### src/rtl/regfile_writeback.sv
// Write-side controller for the 32x32 register file: merges ALU results and in-order load responses
// into one write port and keeps a busy scoreboard. Optional forwarding: define REGFILE_WB_BYPASS_EN.
module regfile_writeback #(
   parameter int LD_DEPTH = 2
) (
   input  logic        clock,
   input  logic        reset,
   input  logic        alu_valid,
   input  logic [4:0]  alu_rd,
   input  logic [31:0] alu_data,
   input  logic        ld_issue_valid,
   input  logic [4:0]  ld_issue_rd,
   input  logic [2:0]  ld_issue_funct3,
   input  logic [1:0]  ld_issue_off,
   output logic        ld_issue_ready,
   input  logic        mem_rsp_valid,
   input  logic [31:0] mem_rsp_data,
   output logic        mem_rsp_ready,
   input  logic [4:0]  dec_rs1,
   input  logic [4:0]  dec_rs2,
   input  logic [4:0]  dec_rd,
   output logic        dec_stall,
`ifdef REGFILE_WB_BYPASS_EN
   output logic        fwd_rs1_hit,
   output logic        fwd_rs2_hit,
   output logic [31:0] fwd_rs1_data,
   output logic [31:0] fwd_rs2_data,
`endif
   output logic [4:0]  rf_addr_rd,
   output logic [31:0] rf_data_rd,
   output logic        rf_write_enable
);

   // LD_DEPTH must be a power of two so the pointers wrap naturally.
   localparam int              PTR_W   = (LD_DEPTH > 1) ? $clog2(LD_DEPTH) : 1;
   localparam logic [PTR_W-1:0] PTR_ONE = 1;
   localparam logic [PTR_W:0]   CNT_ONE = 1;
   localparam logic [PTR_W:0]   CNT_MAX = LD_DEPTH[PTR_W:0];

   typedef enum logic [2:0] {
      F3_LB  = 3'b000,
      F3_LH  = 3'b001,
      F3_LW  = 3'b010,
      F3_LBU = 3'b100,
      F3_LHU = 3'b101
   } funct3_e;

   typedef struct packed {
      logic [4:0] rd;
      logic [2:0] funct3;
      logic [1:0] off;
   } ld_entry_t;

   // Pending-load FIFO
   ld_entry_t        fifo_q [LD_DEPTH];
   logic [PTR_W-1:0] wr_ptr_q, wr_ptr_d;
   logic [PTR_W-1:0] rd_ptr_q, rd_ptr_d;
   logic [PTR_W:0]   count_q, count_d;

   // Load captured when it collides with an ALU write
   logic        hold_valid_q, hold_valid_d;
   logic [4:0]  hold_rd_q, hold_rd_d;
   logic [31:0] hold_data_q, hold_data_d;

   logic [31:0] busy_q, busy_d;
   logic [31:0] busy_set, busy_clr, busy_eff;

   logic        fifo_empty, fifo_full;
   logic        issue_fire, rsp_accept, pop;
   ld_entry_t   head, issue_entry;
   logic [31:0] ld_fmt;

   logic        wr_en;
   logic [4:0]  wr_addr;
   logic [31:0] wr_data;
   logic        ld_write;

   function automatic logic [31:0] format_load(input logic [31:0] raw,
                                               input logic [2:0]  f3,
                                               input logic [1:0]  off);
      logic [7:0]  b;
      logic [15:0] h;
      logic [31:0] r;
      b = raw[{off, 3'b000} +: 8];
      h = off[1] ? raw[31:16] : raw[15:0];
      case (f3)
         F3_LB:   r = {{24{b[7]}}, b};
         F3_LH:   r = {{16{h[15]}}, h};
         F3_LBU:  r = {24'd0, b};
         F3_LHU:  r = {16'd0, h};
         F3_LW:   r = raw;
         default: r = raw;
      endcase
      return r;
   endfunction

   assign fifo_empty     = (count_q == '0);
   assign fifo_full      = (count_q == CNT_MAX);
   assign ld_issue_ready = !fifo_full;
   assign mem_rsp_ready  = !hold_valid_q;

   assign issue_fire  = ld_issue_valid && ld_issue_ready;
   // Responses with nothing pending are still accepted, then simply dropped.
   assign rsp_accept  = mem_rsp_valid && mem_rsp_ready;
   assign pop         = rsp_accept && !fifo_empty;

   assign head        = fifo_q[rd_ptr_q];
   assign issue_entry = '{rd: ld_issue_rd, funct3: ld_issue_funct3, off: ld_issue_off};
   assign ld_fmt      = format_load(mem_rsp_data, head.funct3, head.off);

   always_comb begin
      wr_ptr_d = wr_ptr_q;
      rd_ptr_d = rd_ptr_q;
      count_d  = count_q;
      if (issue_fire) wr_ptr_d = wr_ptr_q + PTR_ONE;
      if (pop)        rd_ptr_d = rd_ptr_q + PTR_ONE;
      case ({issue_fire, pop})
         2'b10:   count_d = count_q + CNT_ONE;
         2'b01:   count_d = count_q - CNT_ONE;
         default: count_d = count_q;
      endcase
   end

   // Write arbitration: ALU first, then a held load, then a fresh response.
   always_comb begin
      // NOTE: every output of this block gets a default first so no path leaves it unassigned
      // (which would infer a latch).
      wr_en        = 1'b0;
      wr_addr      = '0;
      wr_data      = '0;
      ld_write     = 1'b0;
      hold_valid_d = hold_valid_q;
      hold_rd_d    = hold_rd_q;
      hold_data_d  = hold_data_q;
      if (alu_valid) begin
         wr_en   = (alu_rd != 5'd0);
         wr_addr = alu_rd;
         wr_data = alu_data;
         if (pop) begin
            hold_valid_d = 1'b1;
            hold_rd_d    = head.rd;
            hold_data_d  = ld_fmt;
         end
      end else if (hold_valid_q) begin
         wr_en        = (hold_rd_q != 5'd0);
         wr_addr      = hold_rd_q;
         wr_data      = hold_data_q;
         ld_write     = 1'b1;
         hold_valid_d = 1'b0;
      end else if (pop) begin
         wr_en    = (head.rd != 5'd0);
         wr_addr  = head.rd;
         wr_data  = ld_fmt;
         ld_write = 1'b1;
      end
   end

   assign rf_write_enable = wr_en && !reset;
   assign rf_addr_rd      = wr_addr;
   assign rf_data_rd      = wr_data;

   always_comb begin
      busy_set = '0;
      busy_clr = '0;
      if (issue_fire && ld_issue_rd != 5'd0) busy_set[ld_issue_rd] = 1'b1;
      if (ld_write)                          busy_clr[wr_addr]     = 1'b1;
      // Set after clear, so an issue to the register being retired keeps it busy.
      busy_d = ((busy_q & ~busy_clr) | busy_set) & 32'hFFFF_FFFE;
   end

`ifdef REGFILE_WB_BYPASS_EN
   assign busy_eff     = busy_q & ~busy_clr;
   assign fwd_rs1_hit  = rf_write_enable && (dec_rs1 == rf_addr_rd);
   assign fwd_rs2_hit  = rf_write_enable && (dec_rs2 == rf_addr_rd);
   assign fwd_rs1_data = rf_data_rd;
   assign fwd_rs2_data = rf_data_rd;
`else
   assign busy_eff = busy_q;
`endif

   assign dec_stall = busy_eff[dec_rs1] | busy_eff[dec_rs2] | busy_eff[dec_rd];

   always_ff @(posedge clock) begin
      // NOTE: sequential state uses non-blocking assignments so every register samples
      // the pre-edge values regardless of statement order.
      if (reset) begin
         wr_ptr_q     <= '0;
         rd_ptr_q     <= '0;
         count_q      <= '0;
         hold_valid_q <= 1'b0;
         busy_q       <= '0;
      end else begin
         wr_ptr_q     <= wr_ptr_d;
         rd_ptr_q     <= rd_ptr_d;
         count_q      <= count_d;
         hold_valid_q <= hold_valid_d;
         busy_q       <= busy_d;
      end
   end

   always_ff @(posedge clock) begin
      hold_rd_q   <= hold_rd_d;
      hold_data_q <= hold_data_d;
   end

   // NOTE: FIFO storage is deliberately not reset; entries are only read when the
   // reset-cleared count says they are valid.
   always_ff @(posedge clock) begin
      if (issue_fire) fifo_q[wr_ptr_q] <= issue_entry;
   end

endmodule

### config.mk
export PLATFORM = sky130hd
export DESIGN_NAME = regfile_writeback
export DESIGN_NICKNAME = d
export VERILOG_FILES = /design/src/rtl/regfile_writeback.sv
export SDC_FILE = /design/constraint.sdc
export NUM_CORES = 1
export LEC_CHECK = 0
export CORE_UTILIZATION = 46
export CTS_BUF_LIST = sky130_fd_sc_hd__clkbuf_4
export DETAILED_ROUTE_END_ITERATION = 10
export GPL_TIMING_DRIVEN = 1
export MAX_ROUTING_LAYER = met4
export PLACE_DENSITY = 0.86
export SETUP_SLACK_MARGIN = 0.02
export SYNTH_ARGS = -nofsm -noshare
export SYNTH_HDL_FRONTEND = slang
export SYNTH_SLANG_ARGS = --single-unit
### constraint.sdc
create_clock -name clock -period 2.8 [get_ports clock]
set_input_delay 0.56 -clock clock [delete_from_list [all_inputs] [get_ports clock]]
set_output_delay 0.56 -clock clock [all_outputs]
set_load 0.1 [all_outputs]
==> run_results.csv, run 1 <==
group,metric,value,unit
timing,skew,0.0378,ns
synthesis,synth_area_leaders,"edfxtp_1, dfxtp_1, mux4_2",
timing,tns,-13.73,ns
status,violations,"design-rule violations, negative setup slack",
clocking,clk_path_buf_depth,2,
clocking,cts_tree,"yes",
synthesis,synthCells,527,
synthesis,synth-compound-area-share,0.226,
status,status,"finished with violations",
worst_setup_path,path_cells,"mux2i_4 > mux4_2 > and3_4 > a221o_1 > a221o_4 > buf_12",
worst_setup_path,crit_type,"reg2out",
pwr,p_leak,3.15,nW
clocking,cts.htree.levels,3,
floorplanning,die_h,112,um
synthesis,async_flop_share,0,
worst_setup_path,cp.depth,6,
finish,multi_input_area,3500,um^2
pwr,powerDensity,724,nW/um^2
synthesis,synth.distinct_cells,56,
clocking,clk_latency,0.47,ns
placement,placed_area,8120,um^2
placement,place.gp.congestion,0.958,
timing,worst_slew_pin_slew,0.748,ns
floorplanning,rows,39,
timing,fin_crit,3.34,ns
clocking,cts_root_buffer,"clkbuf_4",
synthesis,yosysTopAreaCell,"edfxtp_1",
worst_setup_path,critPathMaxStageDelay,0.57,ns
synthesis,synth_top_family_by_area,"compound AO/OA/AOI/OAI gates",
floorplanning,ios,140,
detailed_routing,drtIter0Drc,727,
synthesis,yosysWarnings,0,
min_path,hold_depth,2,
grt,grt_pass1_vias,5477,
min_path,hp-class,"reg2reg",
timing,setup_ws,-0.543,ns
placement,dp_hpwl,13600,um
synthesis,synth.top_cell.area_share,0.308,
detailed_routing,vias_per_cell,6.62,
synthesis,synth_xor_area_frac,0.00630,
synthesis,synthMuxAreaShare,0.163,
synthesis,synth-simple-area-share,0.124,
worst_setup_path,critPathSlowestCell,"mux4_2",
clocking,postCtsHoldBufs,0,
floorplanning,coreArea,11600,um^2
detailed_routing,ant_nets,0,
grt,grt_max_degree,38,
synthesis,synth_nets,627,
finish,nets,805,
detailed_routing,via_count,5649,
detailed_routing,wl_per_cell,23.5,um
synthesis,avgSynthCellArea,10.5,um^2
finish,fillers,711,
finish,syn2layout_area_growth,56.9,%
timing,rsz0062_at_grt,"yes",
placement,place.port_buffers,139,
clocking,cts.clk_slew.worst_paths,0.14,ns
synthesis,synth_commonest_cells,"edfxtp_1, nor2_1, nand2_1",
detailed_routing,wirelength,20100,um
floorplanning,die-area,12500,um^2
synthesis,yosysSeqAreaShare,0.441,
worst_setup_path,worst-path-buf-inv,1,
synthesis,yosys.cell_count.top_type,"edfxtp_1",
grt,track_usage,0.307,
synthesis,ys.flop_type,"edfxtp_1",
timing,max_freq,299,MHz
worst_setup_path,cp-end-kind,"output port",
timing,post-route-period-util,1.19,
timing,slew_violations,0,
worst_setup_path,worstPathArrival,2.78,ns
grt,grt_pass1_wl,29100,um
clocking,cts.sinks,94,
grt,antenna_found_initial,0,
synthesis,synthAdderAreaFrac,0.00225,
clocking,cts_buffers,9,
detailed_routing,drtPass1Iterations,11,
timing,hold_viol,0,
synthesis,synth-seq-cells,94,
finish,drive_gt1_frac,0.355,
worst_setup_path,crit_family,"multiplexers",
worst_setup_path,worst_setup_path_start_kind,"flop",
floorplanning,start_util,0.479,
synthesis,netlist_area,5560,um^2
worst_setup_path,ff2ff_path_depth,8,
floorplanning,die_w,112,um
min_path,min_from,"busy_eff[28]$_SDFF_PP0_",
run,drv_cap,0,
synthesis,synth-edff-count,57,
timing,setup_viol,34,
grt,grt_overflow,0,
pwr,max-vdd-ir-drop,527,uV
worst_setup_path,worstPathRequired,2.24,ns
detailed_routing,drc,9,
timing,slew_headroom,0.499,
finish,postLayoutCellArea,8720,um^2
finish,diodes,0,
worst_setup_path,cp_max_fo,4,
finish,seqCellArea,2470,um^2
-- cell families after synthesis --
logic type      Yosys count
flops                    94
fa+ha+maj                 1
buf+inv                  46
xor+xnor                  4
compound gates          177
simple gates            144
mux                      61
-- state kept, by name, indices dropped and copies added, names as in the netlist, named ones only --
register,flops
hold_data_q,32
busy_eff,31
fifo_q,20
hold_rd_q,5
count_q,2
hold_valid_q,1
rd_ptr_q,1
wr_ptr_q,1
-- worst min-delay path: cells and delay by family (launching register included) --
kind	cells	cell delay (ns)
compound gates	2	0.13
flops	1	0.37
-- power by group --
group	switching, mW	total (mW)	leakage (nW)	internal [mW]
combinational	2.15	3.61	2.23	1.46
sequential	0.105	1.84	0.832	1.73
clock	0.474	0.866	0.0892	0.392
-- per-stage QoR --
| step | worst slack (ns) | utilization | power [mW] | hold slack (ns) | cells |
|---|---|---|---|---|---|
| floorplan | -0.371 | - | 3.81 | 0.465 | 527 |
| global placement | -0.380 | 0.699 | 4.87 | 0.493 | 828 |
| detailed placement | -0.466 | 0.699 | 4.96 | 0.502 | 828 |
| CTS | -0.500 | 0.726 | 5.89 | 0.511 | 848 |
| global route | -0.604 | 0.751 | 6.48 | 0.524 | 853 |
| finish | -0.543 | 0.751 | 6.31 | 0.518 | 853 |
-- path summary, 6_finish.rpt --
kind / slack (ns) / end
max reg2reg: 0.38 / hold_data_q[16]$_DFFE_PP_
min: 0.52 / busy_eff[28]$_SDFF_PP0_
min reg2reg: 0.52 / busy_eff[28]$_SDFF_PP0_
max: -0.54 / rf_data_rd[10]
-- cell usage in the layout (no fill, tap or decap), drive strengths merged, types with 6 or more instances in the layout --
master,instances
a221o,8
edfxtp,57
buf,107
dfxtp,37
nor3b,6
dlygate4sd2,6
nand2b,6
a21oi,40
clkbuf,12
nand2,44
a21o,14
a22oi,16
o2bb2ai,7
a22o,15
clkdlybuf4s50,88
o21ai,22
mux2i,31
mux2,7
mux4,23
inv,8
nor2,53
o31ai,36
a2bb2oi,7
-- layout make-up --
type | count | area share
repair buffers | 202 | 0.270
multi-input cells | 387 | 0.402
flip-flops and latches | 94 | 0.284
inverters | 11 | 0.00516
clock buffers | 12 | 0.0103
clock inverters | 4 | 0.00832
well taps | 143 | 0.0205
-- metal layers --
layer / wire [um] / GRT usage / vias up
met5: 0 / - / -
met4: 704 / 0.106 / 0
met3: 1740 / 0.0495 / 64
met2: 9960 / 0.491 / 395
met1: 7650 / 0.396 / 2762
li1: - / - / 2428
-- what timing repair did --
| item | in CTS | in global routing |
|---|---|---|
| endpoints found under the setup margin | 34 | 37 |
| setup buffers | 4 | 6 |
| pin swaps | 12 | 18 |
| gates resized for setup | 51 | 52 |
No activity file was read; power rests on OpenSTA's default activity.
==> inputs of run 2 (changes only) <==
--- a/config.mk
+++ b/config.mk
@@ -5,12 +5,12 @@
 export SDC_FILE = /design/constraint.sdc
 export NUM_CORES = 1
 export LEC_CHECK = 0
-export CORE_UTILIZATION = 46
+export CORE_UTILIZATION = 30
 export CTS_BUF_LIST = sky130_fd_sc_hd__clkbuf_4
 export DETAILED_ROUTE_END_ITERATION = 10
 export GPL_TIMING_DRIVEN = 1
 export MAX_ROUTING_LAYER = met4
-export PLACE_DENSITY = 0.86
+export PLACE_DENSITY = 0.62
 export SETUP_SLACK_MARGIN = 0.02
 export SYNTH_ARGS = -nofsm -noshare
 export SYNTH_HDL_FRONTEND = slang
==> run 2 against run 1 <==
Compared with the run above: the flow still finishes with violations (design-rule violations, negative setup slack); non-clock buffer count up 12; worst hold slack worse by 0.0015 ns; via count down 5.4%; clock-buffer cell count down 3; die area up 52%; combinational power up 2%; first-iteration DRC count down 35%; final area up 2.4%; setup slack better by 0.065 ns.
==> run_results.csv, run 2 (same netlist as run 1, synthesis figures left out) <==
group,metric,value,unit
worst_setup_path,rr_endpoint,"busy_eff[14]$_SDFF_PP0_",
clocking,cts_buffers,9,
min_path,hold_depth,2,
grt,grt_max_degree,35,
min_path,min_from,"busy_eff[26]$_SDFF_PP0_",
finish,nets,817,
detailed_routing,wl_per_cell,20.7,um
floorplanning,rows,49,
finish,largest_reg_flops,32,
pwr,p_leak,3.20,nW
timing,max_freq,305,MHz
timing,fin_crit,3.28,ns
timing,skew,0.0204,ns
clocking,cts_root_buffer,"clkbuf_4",
timing,whs,0.516,ns
finish,layout_commonest_cell,"clkdlybuf4s50_1",
status,violations,"design-rule violations, negative setup slack",
placement,dp_hpwl,15200,um
grt,track_usage,0.212,
grt,grt_pass1_wl,30600,um
clocking,clk_path_buf_depth,2,
grt,antenna_found_initial,1,
status,status,"finished with violations",
pwr,powerDensity,702,nW/um^2
finish,top_register,"hold_data_q",
clocking,cts.sinks,94,
floorplanning,die_w,138,um
worst_setup_path,cp_max_fo,4,
worst_setup_path,worstPathRequired,2.24,ns
finish,syn2layout_area_growth,60.7,%
floorplanning,die-area,19100,um^2
grt,grt_overflow,0,
timing,setup_ws,-0.478,ns
clocking,postCtsHoldBufs,0,
clocking,cts_tree,"yes",
finish,drive_gt1_frac,0.361,
worst_setup_path,cp-end-kind,"output port",
timing,slew_violations,0,
grt,grt_pass1_vias,5435,
detailed_routing,drtIter0Drc,471,
worst_setup_path,ff2ff_path_depth,8,
worst_setup_path,ff2ff_setup_slack,0.15,ns
detailed_routing,drc,17,
detailed_routing,vias_per_cell,5.62,
min_path,hp-class,"reg2reg",
run,drv_cap,0,
pwr,power.total,6.27,mW
floorplanning,coreArea,18100,um^2
detailed_routing,ant_nets,0,
min_path,hold_end,"busy_eff[26]$_SDFF_PP0_",
worst_setup_path,crit_type,"reg2out",
placement,place.port_buffers,139,
worst_setup_path,worstPathArrival,2.72,ns
timing,setup_viol,34,
detailed_routing,wirelength,19700,um
detailed_routing,drtPass1Iterations,10,
floorplanning,ios,140,
pwr,max-vdd-ir-drop,295,uV
floorplanning,start_util,0.307,
detailed_routing,via_count,5346,
clocking,cts.htree.levels,3,
clocking,cts.clk_slew.worst_paths,0.18,ns
timing,hold_viol,0,
timing,rsz0062_at_grt,"yes",
placement,place.gp.congestion,1.05,
worst_setup_path,worst_setup_path_start_kind,"flop",
clocking,clk_latency,0.49,ns
timing,worst_slew_pin_slew,0.850,ns
timing,post-route-period-util,1.17,
timing,slew_headroom,0.425,
floorplanning,die_h,138,um
finish,final_cell_mix,"clkdlybuf4s50_1, buf_4, edfxtp_1, nor2_1, buf_12",
-- run 2: changes by cell type in the layout (fill, tap and decap cells not counted), moves of 3 or more --
cell | previous run | this run
dfxtp_1 | 22 | 28
buf_4 | 48 | 61
o2bb2ai_4 | 3 | 0
o2bb2ai_2 | 4 | 7
clkbuf_4 | 12 | 9
inv_8 | 0 | 3
mux2i_2 | 7 | 4
dfxtp_2 | 14 | 7
-- run 2: timing repair --
item / in CTS / in global routing
cloned: 0 / 1
setup buffers: 17 / 4
pin swaps: 26 / 17
hold endpoints to repair: 0 / 0
endpoints found under the setup margin: 36 / 38
resized for setup: 79 / 24
-- run 2: worst max path at each step --
stage / endpoint / start / cells past startpoint
final: rf_data_rd[10] / flop / 6
after global routing: rf_data_rd[29] / flop / 7
after CTS: rf_data_rd[10] / flop / 6
after detailed placement: dec_stall / dec_rs2[0] / 8
after global placement: dec_stall / dec_rs2[0] / 8
after floorplan: rf_data_rd[16] / flop / 8
-- run 2: area by class of cell --
cell class                 instances  area (um^2)
antenna                            1         2.50
fill                            1544         9150
clock buffer                       9         67.6
timing repair buffer             214         2460
inverter                          11         45.0
sequential                        94         2470
multi-input combinational        387         3530
clock inverter                     7         76.3
tap                              229          287
-- run 2: worst max-delay path, cell delays in order, from the launching register on --
cell	delay (ns)
dfxtp_4	0.40
mux2i_4	0.27
mux4_2	0.52
and3_4	0.22
a221o_1	0.30
a221o_4	0.37
buf_12	0.17
-- run 2: metrics by stage --
stage / instances / util / setup slack [ns] / setup TNS (ns) / area [um^2]
2_1_floorplan: 527 / - / -0.371 / -5.22 / 5890
3_3_place_gp: 915 / 0.455 / -0.430 / -5.80 / 8220
3_5_place_dp: 915 / 0.455 / -0.446 / -6.81 / 8220
4_1_cts: 948 / 0.486 / -0.510 / -12.79 / 8800
5_1_grt: 952 / 0.494 / -0.569 / -15.59 / 8930
6_report: 952 / 0.494 / -0.478 / -12.32 / 8930
-- run 2: layer usage --
metal | share of wire | up-vias | global-route usage
li1 | - | 2448 | -
met1 | 0.43 | 2657 | 0.273
met2 | 0.49 | 208 | 0.347
met3 | 0.056 | 33 | 0.0305
met4 | 0.023 | 0 | 0.0651
met5 | 0 | - | -
-- run 2: power breakdown --
part           switching, mW  internal, mW  total, mW
Clock                  0.553         0.217      0.770
Combinational           2.13          1.54       3.67
Sequential            0.0980          1.73       1.83
Total                   2.78          3.49       6.27
